**src/rtl/etapa_if_pkg.sv**
```systemverilog
// Shared constants for the instruction-fetch stage: next-PC select codes,
// reset/flush values and the fetch FSM state encoding.
package etapa_if_pkg;

  localparam logic [1:0]  SEL_PC4  = 2'b00;
  localparam logic [1:0]  SEL_JUMP = 2'b01;
  localparam logic [1:0]  SEL_JR   = 2'b10;
  localparam logic [1:0]  SEL_ALT4 = 2'b11;

  localparam logic [31:0] NOP_WORD = 32'h0000_0000;
  localparam logic [31:0] RESET_PC = 32'h0000_0000;

  typedef enum logic [1:0] {
    ARRANQUE = 2'b00,
    CORRE    = 2'b01,
    ESPERA   = 2'b10
  } state_t;

endpackage

```
**src/rtl/etapa_if_sumador_pc.sv**
```systemverilog
// Sequential-PC adder: PC + 4, wrapping naturally modulo 2^32.
module sumador_pc (
  input  logic [31:0] pc,
  output logic [31:0] pc4
);

  assign pc4 = pc + 32'd4;

endmodule

```
**src/rtl/etapa_if.sv**
```systemverilog
// Instruction fetch stage with IF/ID pipeline register, redirect/flush
// handling and a three-state start/run/wait controller.
module etapa_if
  import etapa_if_pkg::*;
(
  input  logic        clk,
  input  logic        reset,
  input  logic [1:0]  SEL_DIR,
  input  logic        resetIF,
  input  logic        stall,
  input  logic [31:0] jr_addr,
  input  logic [31:0] imem_data,
  output logic [31:0] imem_addr,
  output logic        MEM_RD_I,
  output logic [31:0] pc4_if_id,
  output logic [31:0] instr_if_id,
  output logic [5:0]  opcode,
  output logic [5:0]  funct,
  output logic        valid_if_id,
  output logic [31:0] fetch_count
);

  state_t      state;
  logic [31:0] pc;
  logic [31:0] pc4;
  logic [31:0] next_pc;
  logic [31:0] jump_target;
  logic [31:0] jr_target;
  logic        redirect;
  logic        advance;
  logic        accept;

  sumador_pc u_sumador_pc (
    .pc  (pc),
    .pc4 (pc4)
  );

  // Redirect targets come from the instruction currently held in ID.
  assign jump_target = {pc4_if_id[31:28], instr_if_id[25:0], 2'b00};
  assign jr_target   = {jr_addr[31:2], 2'b00};

  always_comb begin
    next_pc  = pc4;
    redirect = 1'b0;
    case (SEL_DIR)
      SEL_JUMP: begin
        next_pc  = jump_target;
        redirect = 1'b1;
      end
      SEL_JR: begin
        next_pc  = jr_target;
        redirect = 1'b1;
      end
      default: ;
    endcase
  end

  // Stall outranks both redirect and flush, so the ID redirect re-issues later.
  assign advance = (state != ARRANQUE) && !stall;
  assign accept  = !resetIF && !redirect;

  assign imem_addr = pc;
  assign opcode    = instr_if_id[31:26];
  assign funct     = instr_if_id[5:0];

  always_ff @(posedge clk) begin
    if (reset) begin
      state       <= ARRANQUE;
      MEM_RD_I    <= 1'b1;
      pc          <= RESET_PC;
      pc4_if_id   <= 32'h0;
      instr_if_id <= NOP_WORD;
      valid_if_id <= 1'b0;
      fetch_count <= 32'h0;
    end else begin
      case (state)
        ARRANQUE: begin
          state    <= CORRE;
          MEM_RD_I <= 1'b0;
        end
        CORRE: begin
          if (stall) state <= ESPERA;
        end
        ESPERA: begin
          if (!stall) state <= CORRE;
        end
        default: begin
          state    <= ARRANQUE;
          MEM_RD_I <= 1'b1;
        end
      endcase

      if (advance) begin
        pc <= next_pc;
        if (accept) begin
          pc4_if_id   <= pc4;
          instr_if_id <= imem_data;
          valid_if_id <= 1'b1;
          fetch_count <= fetch_count + 32'd1;
        end else begin
          pc4_if_id   <= 32'h0;
          instr_if_id <= NOP_WORD;
          valid_if_id <= 1'b0;
        end
      end
    end
  end

endmodule

```
**config.mk**
```make
export PLATFORM = sky130hd
export DESIGN_NAME = etapa_if
export DESIGN_NICKNAME = d
export VERILOG_FILES = /design/src/rtl/etapa_if_pkg.sv /design/src/rtl/etapa_if_sumador_pc.sv /design/src/rtl/etapa_if.sv
export SDC_FILE = /design/constraint.sdc
export NUM_CORES = 1
export LEC_CHECK = 0
export ABC_AREA = 0
export CORE_AREA = 2 2 100 174
export CTS_CLUSTER_DIAMETER = 150
export CTS_CLUSTER_SIZE = 20
export DETAILED_ROUTE_END_ITERATION = 6
export DIE_AREA = 0 0 102 176
export GPL_TIMING_DRIVEN = 0
export PLACE_DENSITY = 0.73
export SETUP_SLACK_MARGIN = 0.3
export SLEW_MARGIN = 20
export SYNTH_ARGS = -nofsm -noshare
export SYNTH_HDL_FRONTEND = slang
export SYNTH_HIERARCHICAL = 1
export SYNTH_SLANG_ARGS = --single-unit
```
**constraint.sdc**
```tcl
create_clock -name clk -period 2.85 [get_ports clk]
set_clock_uncertainty 0.1 [all_clocks]
set_input_delay 0.7125 -clock clk [delete_from_list [all_inputs] [get_ports clk]]
set_output_delay 0.7125 -clock clk [all_outputs]
set_load 0.1 [all_outputs]
```
### Yosys cells after proc, flatten, opt, wreduce, memory -nomap -nowiden

Index checks and enable logic that the tools add are counted.

| operators by class | value |
|---|---|
| $add $sub $neg | 2 |
| equal/unequal tests | 6 |
| mux-type cells | 9 |
| reduce and logical (&&, ||, !) cells | 11 |

Operators with widths:

| kind | count |
|---|---|
| two-way mux 32 bit | 2 |
| one-hot mux 32 bit (2 select lines) | 1 |
| adder 32 x 1 -> 32 bit (second input constant) | 1 |
| adder 32 x 3 -> 32 bit (second input constant) | 1 |
| one-hot mux 2 bit (3 select lines) | 1 |
| == test 2 x 1 -> 1 bit (second input constant) | 2 |
| == test 2 bit (second input constant) | 2 |
| two-way mux 2 bit | 2 |
| inequality test 2 bit (second input constant) | 2 |
| AND reduction 2 bit | 2 |
| OR reduction 2 bit | 2 |
| logical NOT 1 bit | 3 |
| logical AND 1 bit | 2 |
| logical NOT 2 bit | 1 |
| two-way mux 1 bit | 2 |
| one-hot mux 1 bit (2 select lines) | 1 |
| nonzero test 2 bit | 1 |

| word-level totals | value |
|---|---|
| bits in registers | 132 |
| input port bits | 70 |
| output and inout port bits | 142 |
| word-level logic and storage cells | 35 |

### Logic depth before layout (Yosys ltp)

| depth | value |
|---|---|
| depth in word-level cells | 6 |
| mapped depth | 9 |
| gate-level depth less buffers | 9 |

### By module

The synthesis kept the hierarchy.

Modules (own cells, without submodules):

| module | times used | cells each | area each (um^2) | sequential area each (um^2) |
|---|---|---|---|---|
| etapa_if | 1 | 678 | 5606.6 | 2642.5 |
| sumador_pc | 1 | 83 | 580.6 | 0.0 |

### Worst setup path after synthesis

No wires, ideal clock.

| timing | value |
|---|---|
| path kind | reg-to-reg |
| start | register pc[2], in the netlist imem_addr[2] |
| end | register pc[24], in the netlist imem_addr[24] |
| setup time | 0.070 ns |
| data arrival time | 2.607 ns |
| required time | 2.680 ns |
| slack | 0.073 ns |
| stages on the path, launching flop included | 10 |
| path buffers | 0 |
| clock period less this slack | 2.777 ns |
| path through | dfxtp_1 ha_1 nand3_1 nor4_4 nand4_1 xnor2_1 nand2_1 o21ai_0 nand2_1 a21oi_1 |

| on the way | value |
|---|---|
| word-level cells in the longest chain between the ends | 2 |

RTL lines:

| item | RTL line | text |
|---|---|---|
| start, declared | etapa_if.sv:24 | `logic [31:0] pc;` |
| start signal, assigned | etapa_if.sv:94 | `pc <= next_pc;` |
| adder 32 x 3 -> 32 bit | etapa_if_sumador_pc.sv:7 | `assign pc4 = pc + 32'd4;` |
| net pc4[24] | etapa_if.sv:25 | `logic [31:0] pc4;` |
| one-hot mux 32 bit (2 select lines) | etapa_if.sv:45 | `case (SEL_DIR)` |

The timed path passes the listed nets, and every way through them passes these cells.
A chain may end at the register's enable or synchronous reset.

### Worst setup path after layout

| timing | value |
|---|---|
| start | register pc[2], in the netlist imem_addr[2] |
| end | output imem_addr[2] |

RTL lines:

| item | RTL line | text |
|---|---|---|
| end, declared | etapa_if.sv:13 | `output logic [31:0] imem_addr,` |

No word-level cell between the ends.

==> results.md <==
* Via count at 6417
* MaxCap Viol Count at 0
* Worst Setup End Kind: output port
* Routability cong. at 0.901
* P per Cell Area at 568 nW/um^2
* Grt met3 use at 5.82%
* Detailed Route WL at 21400 um
* # setup viols final at 0
* Gr busiest metal: met2
* Max Slew Vio Count at 0
* Slowest-stage cell, CP: dlygate4sd2_1
* Post-synth EDFFs at 0
* Met2 GRT Util at 43.5%
* Non-filler cells, final at 1232
* Worst Path Buf+Inv at 1
* Fmax at 0.395 GHz
* Simple-gate portion of the synthesized area at 23.4%
* Leak at 0.00371 uW
* Slew of the pin with the lowest slew margin at 1.05 ns
* Clock sink total at 132
* Most used DFF post-synth: dfxtp_1
* Rel. slew slack at 30.6%
* Max VDD drop at 0.000414 V
* Ys async rst share at 0%
* GR Layer Usage met1 at 24.4%
* Avg WL per Cell at 17.4 um
* Fin nets at 1073
* Post-Place Setup Slack at -0.767 ns
* Slowest stage delay, CP at 0.91 ns
* CTS buffer count at 17
* CP Cell Sequence: dlygate4sd2_1
* Placed cell count at 1194
* Largest family of logic cells by synthesized area: simple AND/OR/NAND/NOR gates
* DR pass1 iterations at 5
* Synth Area in Compound Gates at 19.4%
* Flops & latches, synth at 132
* Unrepaired setup endpoints after global routing: no
* Area fraction of the dominant cell type after synthesis at 42.7%
* Post-synthesis mux area share at 1.76%
* Number of diodes at 0
* Core ar. at 16400 sq um
* Hold crit path type: reg2reg
* # fillers at 1602
* Synthesized area per cell at 8.13 sq um
* Row cnt at 62
* Warnings from Yosys at 6
* First-pass GRT wire length at 32500 um
* Die Height at 176 um
* Post-Synthesis Cell Area at 6190 sq um
* Post-synth top area cell: dfxtp_1
* Synth unique cells at 36
* Top-count cell post-synth: dfxtp_1
* Sequential fraction of the synthesis area at 42.7%
* Iter 0 DRT Violations at 274
* PortBufs at 209
* Final-report hold violation count at 0
* # IOs at 212
* Number of global-route vias before repair at 6153
* Largest net degree at the start of global routing at 17
* Ranking of synthesized cells by area: dfxtp_1 43%, a22oi_1 11%, nand2_1 6.8%
* Critical Path RT at 2.04 ns
* Layout cell share with drive strength beyond 1 at 13.8%
* Reg2Reg Setup Slack at 0.44 ns
* P&R area growth vs syn at 47.7%
* Residual DRC at 0
* Clock Path Buffers at 2
* Worst Path Max Fanout at 6
* Gr usage total at 23.4%
* Hold slack at 0.374 ns
* Setup WS post-layout at 0.321 ns
* Commonest cells post-synth: 132 x dfxtp_1, 112 x nand2_1, 94 x a22oi_1
* CP top delay family: buffers and inverters
* Initial Util at 37.6%
* CTS tree: done
* Die Wd at 102 um
* Max H-tree Level at 4
* DR vias/cell at 5.21
* Setup_tns at 0 ns
* Post-layout min period at 2.53 ns
* Routed Antenna Nets at 0
* Post-synthesis cell count at 761
* Clock-pin slew of the registers on the worst-case setup and hold paths at 0.06 ns
* Clock Latency Late Sink at 0.42 ns
* Root Buffer: clkbuf_16
* Dpl hpwl at 15900 um
* WS Path Type: reg2out
* Xor and xnor area share after synthesis at 5.24%
* Tcrit/Tclk final at 88.7%
* Syn nets at 839
* CTS Hold Bufs at 0
* Antenna violations before repair at 0
* Critical Path Source Type: flip-flop
* Synth Area in Adders at 1.62%
* Die ar. at 18000 sq um
* Arr. time, crit path at 1.72 ns
* Total congestion overflow at 0
* Status: complete, no violations
-- per-layer routing --
metal | share of wire, % | wire length, um
met3 | 5.8 | 1240
met1 | 38 | 8030
met5 | 0 | 0
met2 | 54 | 11500
met4 | 3.1 | 653
-- registers in the layout, indices dropped and copies added, names as in the netlist --
name and cells:
valid_if_id 1, MEM_RD_I 1, instr_if_id 32, state 2, pc4_if_id 32, imem_addr 32
fetch_count 32
-- final timing paths --
kind                             start                         end  cells after the start
max          imem_addr[2]$_SDFFE_PP0P_                imem_addr[2]                      1
min          imem_addr[1]$_SDFFE_PP0P_   imem_addr[1]$_SDFFE_PP0P_                      2
max reg2reg  imem_addr[2]$_SDFFE_PP0P_  imem_addr[24]$_SDFFE_PP0P_                     10
min reg2reg  imem_addr[1]$_SDFFE_PP0P_   imem_addr[1]$_SDFFE_PP0P_                      2
-- placed cells by master, fill, tap and decap left out, types with 22 or more instances in the layout --
| master | n |
|---|---|
| a21oi_1 | 49 |
| a22oi_1 | 94 |
| clkbuf_1 | 32 |
| clkbuf_2 | 25 |
| clkdlybuf4s50_1 | 65 |
| dfxtp_1 | 116 |
| dlygate4sd2_1 | 95 |
| nand2_1 | 111 |
| nand3_1 | 22 |
| nor2_1 | 93 |
| o21ai_0 | 36 |
| xnor2_1 | 23 |
-- power breakdown --
| part | total [uW] | switching [uW] | internal, uW | leakage, uW |
|---|---|---|---|---|
| Sequential | 1940 | 48.4 | 1890 | 0.00107 |
| Clock | 2240 | 903 | 1340 | 0.000287 |
| Combinational | 1000 | 738 | 266 | 0.00235 |
| Total | 5190 | 1690 | 3500 | 0.00371 |
-- final cells by class --
class                           instances  area (sq um)  share of cell area, %
Clock buffer                           18           439                   4.81
Tap cell                              224           280                   3.07
Inverter                               10          37.5                  0.411
Buffer                                 71           380                   4.16
Sequential cell                       132          2660                   29.1
Clock inverter                         14           164                   1.79
Multi-Input combinational cell        548          3200                   35.0
Timing Repair Buffer                  215          1980                   21.6
-- through the flow --
stage | cell area, sq um | util, % | total power [uW]
5_1_grt | 9140 | 55.6 | 5370
2_1_floorplan | 6210 | - | 2650
3_3_place_gp | 8580 | 52.2 | 3000
4_1_cts | 9160 | 55.7 | 5230
3_5_place_dp | 8580 | 52.2 | 3000
6_report | 9140 | 55.6 | 5190
-- worst min-delay path: stages (launching register included) --
cell     delay (ns)
dfxtp_1        0.32
nand2_1        0.06
a21oi_1        0.05
-- logic make-up (layout without fill, tap and decap cells) --
family | after synthesis | count (layout)
buf+inv | 81 | 328
fa+ha+maj | 8 | 8
flops | 132 | 132
compound gates | 188 | 188
xor+xnor | 37 | 37
mux | 10 | 10
simple gates | 305 | 305
-- repair_timing --
item                                    4_1_cts  5_1_grt
endpoints found under the setup margin      267       92
pin swaps                                     3        1
buffers inserted                              5        1
gates resized for setup                     218       36
Note: power is estimated with default switching activity, not from simulation.
